<file path="src/rtl/add_stream_pipe_if.sv">
// rtl/add_stream_pipe_if.sv - operand/sum stream handshake bundle for add_stream_pipe
interface add_stream_pipe_if #(
  parameter int WIDTH = 4
);
  logic             in_valid;
  logic             in_ready;
  logic [WIDTH-1:0] a;
  logic [WIDTH-1:0] b;
  logic             out_valid;
  logic             out_ready;
  logic [WIDTH:0]   y;

  modport master (
    output in_valid, a, b, out_ready,
    input  in_ready, out_valid, y
  );

  modport slave (
    input  in_valid, a, b, out_ready,
    output in_ready, out_valid, y
  );
endinterface

</file>
<file path="src/rtl/add_stream_pipe.sv">
// rtl/add_stream_pipe.sv - pipelined valid/ready unsigned adder with output-transfer counter
// Optional output-sum accumulator enabled by defining ADD_PIPE_ACC_EN.
module add_stream_pipe #(
  parameter int WIDTH  = 4,
  parameter int STAGES = 2,
  parameter int CNT_W  = 16
) (
  input  logic                   clk,
  input  logic                   rst,
  add_stream_pipe_if.slave       bus,
  output logic [CNT_W-1:0]       done_cnt
`ifdef ADD_PIPE_ACC_EN
  ,
  input  logic                   acc_clr,
  output logic [WIDTH+CNT_W-1:0] acc
`endif
);
  localparam int SW = WIDTH + 1;

  logic [STAGES-1:0] v_q;
  logic [STAGES-1:0] v_d;
  logic [SW-1:0]     data_q [STAGES];
  logic [SW-1:0]     data_d [STAGES];
  logic [STAGES:0]   rdy;
  logic [STAGES-1:0] vin;
  logic [SW-1:0]     din [STAGES];
  logic [CNT_W-1:0]  cnt_q;
  logic [CNT_W-1:0]  cnt_d;
  logic              out_xfer;

  // A stage may load when it is empty or its downstream neighbour is moving.
  always_comb begin
    rdy = '0;
    rdy[STAGES] = bus.out_ready;
    for (int i = STAGES - 1; i >= 0; i--) begin
      rdy[i] = !v_q[i] || rdy[i+1];
    end
  end

  always_comb begin
    vin    = '0;
    vin[0] = bus.in_valid;
    din[0] = SW'(bus.a) + SW'(bus.b);
    for (int i = 1; i < STAGES; i++) begin
      vin[i] = v_q[i-1];
      din[i] = data_q[i-1];
    end
  end

  always_comb begin
    v_d    = v_q;
    data_d = data_q;
    for (int i = 0; i < STAGES; i++) begin
      if (rdy[i]) begin
        v_d[i] = vin[i];
        if (vin[i]) begin
          data_d[i] = din[i];
        end
      end
    end
    out_xfer = v_q[STAGES-1] && bus.out_ready;
    cnt_d    = cnt_q + CNT_W'(out_xfer);
  end

  always_ff @(posedge clk or posedge rst) begin
    if (rst) begin
      v_q   <= '0;
      cnt_q <= '0;
      for (int i = 0; i < STAGES; i++) begin
        data_q[i] <= '0;
      end
    end else begin
      v_q    <= v_d;
      data_q <= data_d;
      cnt_q  <= cnt_d;
    end
  end

  assign bus.in_ready  = rdy[0];
  assign bus.out_valid = v_q[STAGES-1];
  assign bus.y         = data_q[STAGES-1];
  assign done_cnt      = cnt_q;

`ifdef ADD_PIPE_ACC_EN
  localparam int AW = WIDTH + CNT_W;

  logic [AW-1:0] acc_q;
  logic [AW-1:0] acc_d;

  // Clear wins over an add landing on the same edge.
  always_comb begin
    acc_d = acc_q;
    if (acc_clr) begin
      acc_d = '0;
    end else if (out_xfer) begin
      acc_d = acc_q + AW'(data_q[STAGES-1]);
    end
  end

  always_ff @(posedge clk or posedge rst) begin
    if (rst) begin
      acc_q <= '0;
    end else begin
      acc_q <= acc_d;
    end
  end

  assign acc = acc_q;
`endif
endmodule

</file>
<file path="src/flat_wrapper.sv">
// flat-port wrapper written by rule: the top's interface ports become plain ports
module add_stream_pipe_flat 
#(
  parameter int WIDTH  = 4,
  parameter int STAGES = 2,
  parameter int CNT_W  = 16
)
  (clk, rst, done_cnt, bus_in_valid, bus_a, bus_b, bus_out_ready, bus_in_ready, bus_out_valid, bus_y);
  add_stream_pipe_if #(.WIDTH(WIDTH)) bus_i ();
  input  logic clk;
  input  logic rst;
  output logic [CNT_W-1:0] done_cnt;
  input wire logic [$bits(bus_i.in_valid)-1:0] bus_in_valid;
  input wire logic [$bits(bus_i.a)-1:0] bus_a;
  input wire logic [$bits(bus_i.b)-1:0] bus_b;
  input wire logic [$bits(bus_i.out_ready)-1:0] bus_out_ready;
  output wire logic [$bits(bus_i.in_ready)-1:0] bus_in_ready;
  output wire logic [$bits(bus_i.out_valid)-1:0] bus_out_valid;
  output wire logic [$bits(bus_i.y)-1:0] bus_y;
  assign bus_i.in_valid = bus_in_valid;
  assign bus_i.a = bus_a;
  assign bus_i.b = bus_b;
  assign bus_i.out_ready = bus_out_ready;
  assign bus_in_ready = bus_i.in_ready;
  assign bus_out_valid = bus_i.out_valid;
  assign bus_y = bus_i.y;
  add_stream_pipe #(.WIDTH(WIDTH), .STAGES(STAGES), .CNT_W(CNT_W)) u_core (.clk(clk), .rst(rst), .bus(bus_i), .done_cnt(done_cnt));
endmodule
</file>
<file path="config.mk">
export PLATFORM = sky130hd
export DESIGN_NAME = add_stream_pipe_flat
export DESIGN_NICKNAME = d
export VERILOG_FILES = /design/src/rtl/add_stream_pipe_if.sv /design/src/rtl/add_stream_pipe.sv /design/src/flat_wrapper.sv
export SDC_FILE = /design/constraint.sdc
export NUM_CORES = 1
export LEC_CHECK = 0
export ABC_AREA = 1
export ABC_CLOCK_PERIOD_IN_PS = 1350
export CORE_AREA = 3 3 62 64
export DETAILED_ROUTE_END_ITERATION = 10
export DIE_AREA = 0 0 65 67
export PLACE_DENSITY = 0.77
export RECOVER_POWER = 25
export SYNTH_ARGS = -nofsm -noshare
export SYNTH_HDL_FRONTEND = slang
export SYNTH_SLANG_ARGS = --single-unit
</file>
<file path="constraint.sdc">
create_clock -name clk -period 1.35 [get_ports clk]
set_input_delay 0.27 -clock clk [delete_from_list [all_inputs] [get_ports clk]]
set_output_delay 0.27 -clock clk [all_outputs]
set_load 0.005 [all_outputs]
</file>
==> impl_metrics.toml <==
[run_status]
status = "complete, but fails checks"
failed_checks = "negative setup slack"

[worst_setup_path]
cp-end-kind = "flop"
cp_data_arrival_time_ps = 1720
rr_worst_depth = 9
critPathRequiredTime_ps = 1560
critPathLaunchType = "input port"
critPathKind = "in2reg"
worstPathMaxFanout = 7

[sta]
timing.fmax_ghz = 0.665
finalHoldViolations = 0
fin_crit_sh = 1.11
tightest_slew_ps = 690
finalWorstPathRequiredPeriod_ps = 1500
relSlewSlack = 0.540
setup_tns_ps = -1480
setup_slack_ps = -153
drv_slew = 0
setup_viol = 16
grt_setup_unrepaired = "true"
finalClockSkew_ps = 7.09

[layout]
area_growth_pct = 50.7
seq_area_sq_um = 701
diodes = 0
finalNonFillerCells = 279
multi_input_area_sq_um = 719
drive_above_1_share = 0.309
fin_nets = 255
fin_util = 0.647
final.fill_count = 281
stdcell_area_sq_um = 2160

[placed_design]
gp_congestion = 0.817
place_inst = 258
pre_cts_slack_ps = -504
place_area_sq_um = 1960
portBuffers = 34
hpwl_microns = 2190

[floorplan]
rows = 21
die_h_microns = 67
dieArea_sq_um = 4360
die_w_microns = 65
initial_core_util = 0.429
io-pin-count = 35
coreArea_sq_um = 3340

[route]
detail_route.wirelength_microns = 3300
first_pass_iters = 4
detail-route-antenna-nets = 0
drc = 0
num_vias = 1285
drt-initial-drc-count = 61
viasPerCell = 4.61
avgRoutedWirePerCell_microns = 11.8

[power]
switchingPower_w = 0.000794
power.leakage_nw = 1.15
p_int_w = 0.00166
powerDensity_nw_per_um2 = 1140
seq_power_share = 0.452
vdd_drop_max_uv = 487
clockPowerShare = 0.135
switching_share = 0.324
p_comb_frac = 0.414

[clocking]
root_buffer = "clkbuf_4"
cts_tree = "yes"
clk_pin_slew_ps = 140
cts_buffers = 3
cts_buffer_depth = 2
clock_sinks = 28
h-tree-depth = 1
cts_hold_buffers = 0
insertion_delay_ps = 320

[global_routing]
grt_pass1_vias = 1258
antenna_found_initial = 0
grt_remaining_overflow = 0
grt_max_degree = 29
grt_usage = 0.162
grt_pass1_wl_microns = 5480

[hold_path]
min_path_type = "in2reg"
hold_depth = 4

[synth]
synthesis.nets = 186
synth_top_area_share = 0.489
syn_inst = 166
ys_seq_area_frac = 0.489
synth_top_area_cell = "dfrtp_1"
ys_warn_count = 0
synthTopCellsByArea = "dfrtp_1, nand2_1, ha_1, inv_1, xor2_1"
avgSynthCellArea_sq_um = 8.63
ys_seq_elements = 28
yosysUniqueCellTypes = 19
synth_area_sq_um = 1430

[job]
cap_violations = 0
-- final cells by class --
class                           instances  share of cell area
Multi-Input combinational cell        110               0.333
Tap cell                               46              0.0267
Clock buffer                            3              0.0104
Inverter                               23              0.0400
Timing Repair Buffer                   69               0.265
Sequential cell                        28               0.324
-- cells by family after synthesis --
| group | synth area share |
|---|---|
| flops | 0.489 |
| xor+xnor | 0.0550 |
| simple gates | 0.270 |
| buf+inv | 0.0865 |
| compound gates | 0.0244 |
| fa+ha+maj | 0.0751 |
-- cell usage in the layout, fill, tap and decap left out --
cell type and n:
xnor2_1 1, dlygate4sd2_1 22, xor2_1 7, nand4_1 4
inv_2 5, nand2_4 1, o21ai_1 3, clkbuf_2 4
o21ai_0 2, dlygate4sd3_1 1, clkbuf_4 3, buf_4 30
nand3_1 7, a21oi_1 1, ha_2 1, dfrtp_1 28
o21ai_2 1, ha_4 3, xnor2_2 1, nor2_1 10
buf_6 4, clkdlybuf4s50_1 8, ha_1 3, nand2_1 46
nand3_2 5, nand2_2 7, nor2_4 4, nor2_2 1
inv_1 18, fa_2 1, nand3_4 1
-- metrics by stage --
step	hold slack, ps	power, W
floorplan	335	0.00154
global route	464	0.00262
CTS	265	0.00240
finish	416	0.00245
detailed placement	474	0.00202
global placement	463	0.00199
-- state kept, by name, indices dropped and copies added, names as in the netlist --
signal,count
u_core.bus.y,5
u_core.data_q,5
u_core.done_cnt,16
u_core.v_q,2
-- critical path, cell delays in order --
cell             delay (ps)
clkdlybuf4s50_1         510
nand2_2                  70
inv_2                    80
ha_4                    150
ha_4                    140
nand3_4                  70
nor2_4                  200
nand2_2                  80
xor2_1                  140
-- synth_stat cells --
cell type / number
nand2_1: 49
dfrtp_1: 28
inv_1: 22
nand3_1: 12
nor2_1: 11
ha_1: 7
xor2_1: 7
buf_4: 5
nand2_2: 5
nand4_1: 4
o21ai_0: 3
o21ai_1: 3
nor2_2: 2
nor2_4: 2
xnor2_1: 2
a21oi_1: 1
fa_1: 1
inv_2: 1
nand3_2: 1
-- power by group through the flow --
stage / combinational [W] / clock, W / sequential, W
6_report: 0.00101 / 0.000331 / 0.00111
5_1_grt: 0.00110 / 0.000387 / 0.00113
4_1_cts: 0.000957 / 0.000347 / 0.00110
3_3_place_gp: 0.000836 / 0 / 0.00116
2_1_floorplan: 0.000353 / 0 / 0.00119
3_5_place_dp: 0.000860 / 0 / 0.00116
-- path summary, 6_finish.rpt --
| path | startpoint | to | slack [ps] |
|---|---|---|---|
| max reg2reg | u_core.v_q[1]$_DFFE_PP0P_ | u_core.done_cnt[8]$_DFF_PP0_ | -150 |
| max in group asynchronous | rst | u_core.done_cnt[4]$_DFF_PP0_ | 350 |
| max | bus_out_ready | u_core.done_cnt[8]$_DFF_PP0_ | -150 |
| min reg2reg | u_core.bus.y[4]$_DFFE_PP0P_ | u_core.bus.y[4]$_DFFE_PP0P_ | 490 |
| min | bus_b[0] | u_core.data_q[5]$_DFFE_PP0P_ | 420 |
| min in group asynchronous | rst | u_core.bus.y[4]$_DFFE_PP0P_ | 560 |
-- per-layer routing --
layer | up-vias | share of wire | wire [microns] | global-route usage
li1 | 645 | - | - | -
met1 | 602 | 0.38 | 1240 | 0.174
met2 | 32 | 0.56 | 1840 | 0.321
met3 | 6 | 0.046 | 151 | 0.0253
met4 | 0 | 0.019 | 61 | 0.0501
met5 | - | 0 | 0 | 0
-- timing repair --
action,4_1_cts,5_1_grt
hold endpoints to repair,0,0
pin swaps,14,10
resized for setup,40,19
buffers inserted,15,3
endpoints found under the setup margin,35,18
(Power assumes the default switching activity.)
